### src/rtl/uart_rx_fifo.sv
// Receive FIFO behind uart_top: queues {parity_error, rx_data} on each rx_done
// rising edge and hands entries to the host one per accepted rd_en.
module uart_rx_fifo #(
    parameter int DATABITS = 8,
    parameter int DEPTH    = 16
) (
    input  logic                        clk,
    input  logic                        reset,
    input  logic [DATABITS-1:0]         rx_data,
    input  logic                        rx_done,
    input  logic                        parity_error,
    input  logic                        rd_en,
    output logic [DATABITS-1:0]         rd_data,
    output logic                        rd_perr,
    output logic                        rd_valid,
    output logic                        empty,
    output logic                        full,
    output logic [$clog2(DEPTH):0]      count,
    output logic                        overflow,
    input  logic                        ovf_clear
);

    localparam int AW = $clog2(DEPTH);
    localparam logic [AW:0]   CNT_ONE  = (AW+1)'(1);
    localparam logic [AW:0]   CNT_FULL = (AW+1)'(DEPTH);
    localparam logic [AW-1:0] PTR_ONE  = AW'(1);

    logic [DATABITS:0] mem [DEPTH];
    logic [AW-1:0]     wp, rp;
    logic [AW:0]       count_nxt;
    logic              rx_done_d;
    logic              rx_armed;
    logic              wr_req, rd_acc, wr_acc, wr_drop;

    // rx_armed blocks a frame whose rx_done was already high when reset released.
    assign wr_req  = rx_done & ~rx_done_d & rx_armed;
    assign rd_acc  = rd_en & ~empty;
    assign wr_acc  = wr_req & (~full | rd_acc);
    assign wr_drop = wr_req & ~wr_acc;

    always_comb begin
        count_nxt = count;
        case ({wr_acc, rd_acc})
            2'b10:   count_nxt = count + CNT_ONE;
            2'b01:   count_nxt = count - CNT_ONE;
            default: count_nxt = count;
        endcase
    end

    always_ff @(posedge clk) begin
        if (wr_acc)
            mem[wp] <= {parity_error, rx_data};
    end

    always_ff @(posedge clk or negedge reset) begin
        if (!reset) begin
            rx_done_d <= 1'b0;
            rx_armed  <= 1'b0;
        end else begin
            rx_done_d <= rx_done;
            rx_armed  <= rx_armed | ~rx_done;
        end
    end

    always_ff @(posedge clk or negedge reset) begin
        if (!reset) begin
            wp    <= '0;
            rp    <= '0;
            count <= '0;
            empty <= 1'b1;
            full  <= 1'b0;
        end else begin
            if (wr_acc) wp <= wp + PTR_ONE;
            if (rd_acc) rp <= rp + PTR_ONE;
            count <= count_nxt;
            empty <= (count_nxt == '0);
            full  <= (count_nxt == CNT_FULL);
        end
    end

    // When full with a simultaneous read, wp == rp: the read sees the old word.
    always_ff @(posedge clk or negedge reset) begin
        if (!reset) begin
            rd_data  <= '0;
            rd_perr  <= 1'b0;
            rd_valid <= 1'b0;
        end else begin
            rd_valid <= rd_acc;
            if (rd_acc)
                {rd_perr, rd_data} <= mem[rp];
        end
    end

    always_ff @(posedge clk or negedge reset) begin
        if (!reset)
            overflow <= 1'b0;
        else if (wr_drop)
            overflow <= 1'b1;
        else if (ovf_clear)
            overflow <= 1'b0;
    end

endmodule

### config.mk
export PLATFORM = sky130hd
export DESIGN_NAME = uart_rx_fifo
export DESIGN_NICKNAME = d
export VERILOG_FILES = /design/src/rtl/uart_rx_fifo.sv
export SDC_FILE = /design/constraint.sdc
export NUM_CORES = 1
export LEC_CHECK = 0
export ABC_CLOCK_PERIOD_IN_PS = 2400
export BUFFER_PORTS_ARGS = -buffer_cell sky130_fd_sc_hd__clkbuf_2
export CAP_MARGIN = 40
export CORE_AREA = 2 2 156 158
export CTS_BUF_LIST = sky130_fd_sc_hd__clkbuf_4 sky130_fd_sc_hd__clkbuf_8
export DETAILED_ROUTE_END_ITERATION = 8
export DIE_AREA = 0 0 158 160
export GPL_TIMING_DRIVEN = 0
export SLEW_MARGIN = 5
export SYNTH_ARGS = -nofsm -noshare
export SYNTH_HDL_FRONTEND = slang
export SYNTH_SLANG_ARGS = --single-unit
### constraint.sdc
create_clock -name clk -period 2.4 [get_ports clk]
set_input_delay 0.12 -clock clk [delete_from_list [all_inputs] [get_ports clk]]
set_output_delay 0.12 -clock clk [all_outputs]
set_load 0.01 [all_outputs]
==> flow_summary.json <==
{
  "crit_required_ps": 2800,
  "crit_start": "rx_done_d$_DFF_PN0_",
  "port_buffers": 31,
  "stdcell_count": 849,
  "ys_ff_latch": 172,
  "cts_made_buffers": 17,
  "cts_max_level": 4,
  "cts_root_buffer": "clkbuf_8",
  "irDropWorstVdd_mv": 0.537,
  "clk_latency_ps": 460,
  "cts_tree": "yes",
  "power.total_mw": 8.65,
  "initial_core_util": 0.293,
  "fill_cells": 2320,
  "gp_routability_congestion": 0.908,
  "cp_max_fo": 9,
  "synth_area_sq_um": 6990,
  "fin_crit_sh": 0.952,
  "min_period_ps": 2280,
  "die_w_microns": 158,
  "clk_path_buf_depth": 2,
  "dr.first_iter.drc_count": 262,
  "worstMarginPinSlew_ps": 850,
  "die_h_microns": 160,
  "reg2reg_from": "rx_done_d$_DFF_PN0_",
  "via_per_inst": 4.55,
  "grt_pass1_wl_microns": 22400,
  "ys_types": 40,
  "die-area_sq_um": 25300,
  "synth_fp_nets": 470,
  "maxCapViolations": 0,
  "hpwl_microns": 10200,
  "final-setup-viol-count": 0,
  "arrival_ps": 2680,
  "postSynthCellCount": 448,
  "clk_pin_slew_ps": 90,
  "nNetsFinal": 534,
  "min_from": "rx_data[1]",
  "antennaDiodeCount": 0,
  "drive_above_1_share": 0.211,
  "grt_usage": 0.121,
  "routed_wl_microns": 14700,
  "antenna_left": 0,
  "syn_avg_cell_area_sq_um": 15.6,
  "wire_per_inst_microns": 17.3,
  "drc": 0,
  "clock-sinks": 172,
  "dp_cells": 807,
  "finalHoldViolations": 0,
  "yosys_warnings": 0,
  "ys_seq_area_frac": 0.719,
  "hp-class": "input pin to flop",
  "max_freq_ghz": 0.438,
  "start_kind": "flop",
  "max-slew-margin-rel": 0.431,
  "skew_ps": 15.7,
  "slew_viol_final": 0,
  "grt.overflow.total": 0,
  "r2r_slack_ps": 120,
  "grt_pass1_vias": 3912,
  "rows": 57,
  "grt_max_degree": 29,
  "coreArea_sq_um": 23800,
  "end_kind": "flop",
  "io_pins": 32,
  "drt-pass1-iter-count": 4,
  "p_leak_nw": 2.87,
  "run_status": "complete, no violations",
  "area_growth_syn_to_layout_pct": 15.7,
  "num_vias": 3859,
  "grt_antenna_before_repair": 0,
  "crit_type": "flop to flop",
  "powerDensity_nw_per_um2": 1070
}
-- power breakdown --
| part | internal (mW) | leakage (nW) | switching, mW |
|---|---|---|---|
| registers | 3.57 | 1.63 | 0.207 |
| clock network | 0.870 | 0.196 | 1.06 |
| logic | 1.17 | 1.04 | 1.77 |
| total | 5.62 | 2.87 | 3.04 |
-- worst max-delay path, stage by stage (launching register included) --
cell	delay, ps
dfrtp_1	370
nand3b_1	210
a21oi_4	160
inv_2	70
buf_4	130
ha_1	270
buf_4	170
nor2_1	100
nand3_1	80
mux2_4	280
a211o_1	280
nor2b_1	110
-- stage by stage --
stage | util | instance area [sq um] | setup slack [ps] | hold slack (ps) | TNS (ps)
final | 0.339 | 8090 | 116 | 141 | 0
after global routing | 0.339 | 8090 | -1.47 | 149 | -1.47
after CTS | 0.338 | 8060 | -25.4 | 31.7 | -44.1
after detailed placement | 0.319 | 7590 | -185 | 205 | -361
after global placement | 0.318 | 7570 | -150 | 188 | -3930
after floorplan | - | 7010 | 7.93 | -176 | 0
-- cell usage in the layout (no fill, tap or decap), types with 6 or more instances in the layout --
cell / n
buf_4: 15
nand3_1: 12
clkbuf_8: 17
mux2i_1: 73
ha_1: 6
a32oi_1: 9
o21ai_1: 9
dfrtp_1: 27
nand2_1: 31
a21oi_1: 20
clkbuf_2: 31
edfxtp_1: 144
buf_2: 14
inv_6: 7
nor2_1: 18
clkbuf_1: 6
a22oi_1: 18
xnor2_1: 8
-- layer usage --
| layer | share of wire | global-route usage | vias to the layer above |
|---|---|---|---|
| met5 | 0 | 0 | - |
| met4 | 0.023 | 0.0532 | 0 |
| li1 | - | - | 1824 |
| met1 | 0.44 | 0.155 | 1947 |
| met2 | 0.50 | 0.195 | 73 |
| met3 | 0.035 | 0.0274 | 15 |
-- cell type report --
type                    count  area (sq um)  share of cell area
plain buffers              24           136              0.0169
well taps                 324           405              0.0501
clock buffers              19           249              0.0308
repair buffers             47           275              0.0340
flip-flops and latches    172          5030               0.622
inverters                   6          27.5             0.00340
clock inverters            13           128              0.0158
multi-input cells         244          1840               0.227
-- state kept, by name, indices dropped and copies added, names as in the netlist --
register and count:
rd_data 8, rd_valid 1, full 1, wp 4
rx_done_d 1, count 5, mem 144, rx_armed 1
empty 1, rp 4, overflow 1, rd_perr 1
-- worst paths after layout --
kind,endpoint,depth (start not counted)
min in group asynchronous,count[1]$_DFF_PN0_,2
max in group asynchronous,rd_data[3]$_DFFE_PN0P_,2
min,mem[9][1]$_DFFE_PP_,1
max reg2reg,full$_DFF_PN0_,11
max,full$_DFF_PN0_,11
min reg2reg,rx_armed$_DFF_PN0_,1
-- what timing repair did --
action / in CTS / in global routing
hold endpoints to repair: 30 / 1
buffers inserted: 5 / 2
setup endpoints to repair: 2 / 8
resized for setup: 5 / 6
pin swaps: 3 / 5
hold buffers: 3 / 1
-- cells in the mapped netlist --
cell type | instances | area share
nand2b_1 | 4 | 0.0036
nor3b_1 | 1 | 0.0011
clkbuf_1 | 7 | 0.0038
and2_1 | 1 | 0.00090
o221ai_1 | 1 | 0.0013
inv_1 | 6 | 0.0032
nand3b_1 | 3 | 0.0032
xor2_1 | 2 | 0.0025
nor3_1 | 4 | 0.0029
nand3_1 | 12 | 0.0086
mux2_4 | 1 | 0.0021
o21ai_1 | 9 | 0.0064
mux2_2 | 1 | 0.0016
buf_4 | 6 | 0.0064
xnor2_1 | 8 | 0.010
xnor2_2 | 1 | 0.0023
o2111ai_1 | 1 | 0.0013
mux2i_1 | 73 | 0.10
nor2b_1 | 4 | 0.0036
o21ai_2 | 1 | 0.0013
o21a_1 | 1 | 0.0011
ha_1 | 8 | 0.014
a21oi_2 | 3 | 0.0038
buf_6 | 2 | 0.0032
a211o_1 | 1 | 0.0013
o21ai_0 | 2 | 0.0014
nand2_1 | 31 | 0.017
and3b_1 | 1 | 0.0013
a21oi_1 | 20 | 0.014
nor2_2 | 1 | 0.00090
dfrtp_1 | 27 | 0.097
a22oi_1 | 18 | 0.019
nand4_1 | 1 | 0.00090
nor2_1 | 19 | 0.010
buf_2 | 11 | 0.0079
edfxtp_1 | 144 | 0.62
dfstp_2 | 1 | 0.0038
a32oi_1 | 9 | 0.011
o41ai_1 | 1 | 0.0013
o22ai_1 | 1 | 0.00090
-- logic make-up after synthesis --
family	Yosys count	share of synthesized area
buffers and inverters	32	0.0245
flip-flops	172	0.719
multiplexers	75	0.108
XOR/XNOR	11	0.0149
AO/OA/AOI/OAI	68	0.0648
adder cells (fa/ha/maj)	8	0.0143
AND/OR/NAND/NOR	82	0.0537
Note: power is estimated with default switching activity, not from simulation.
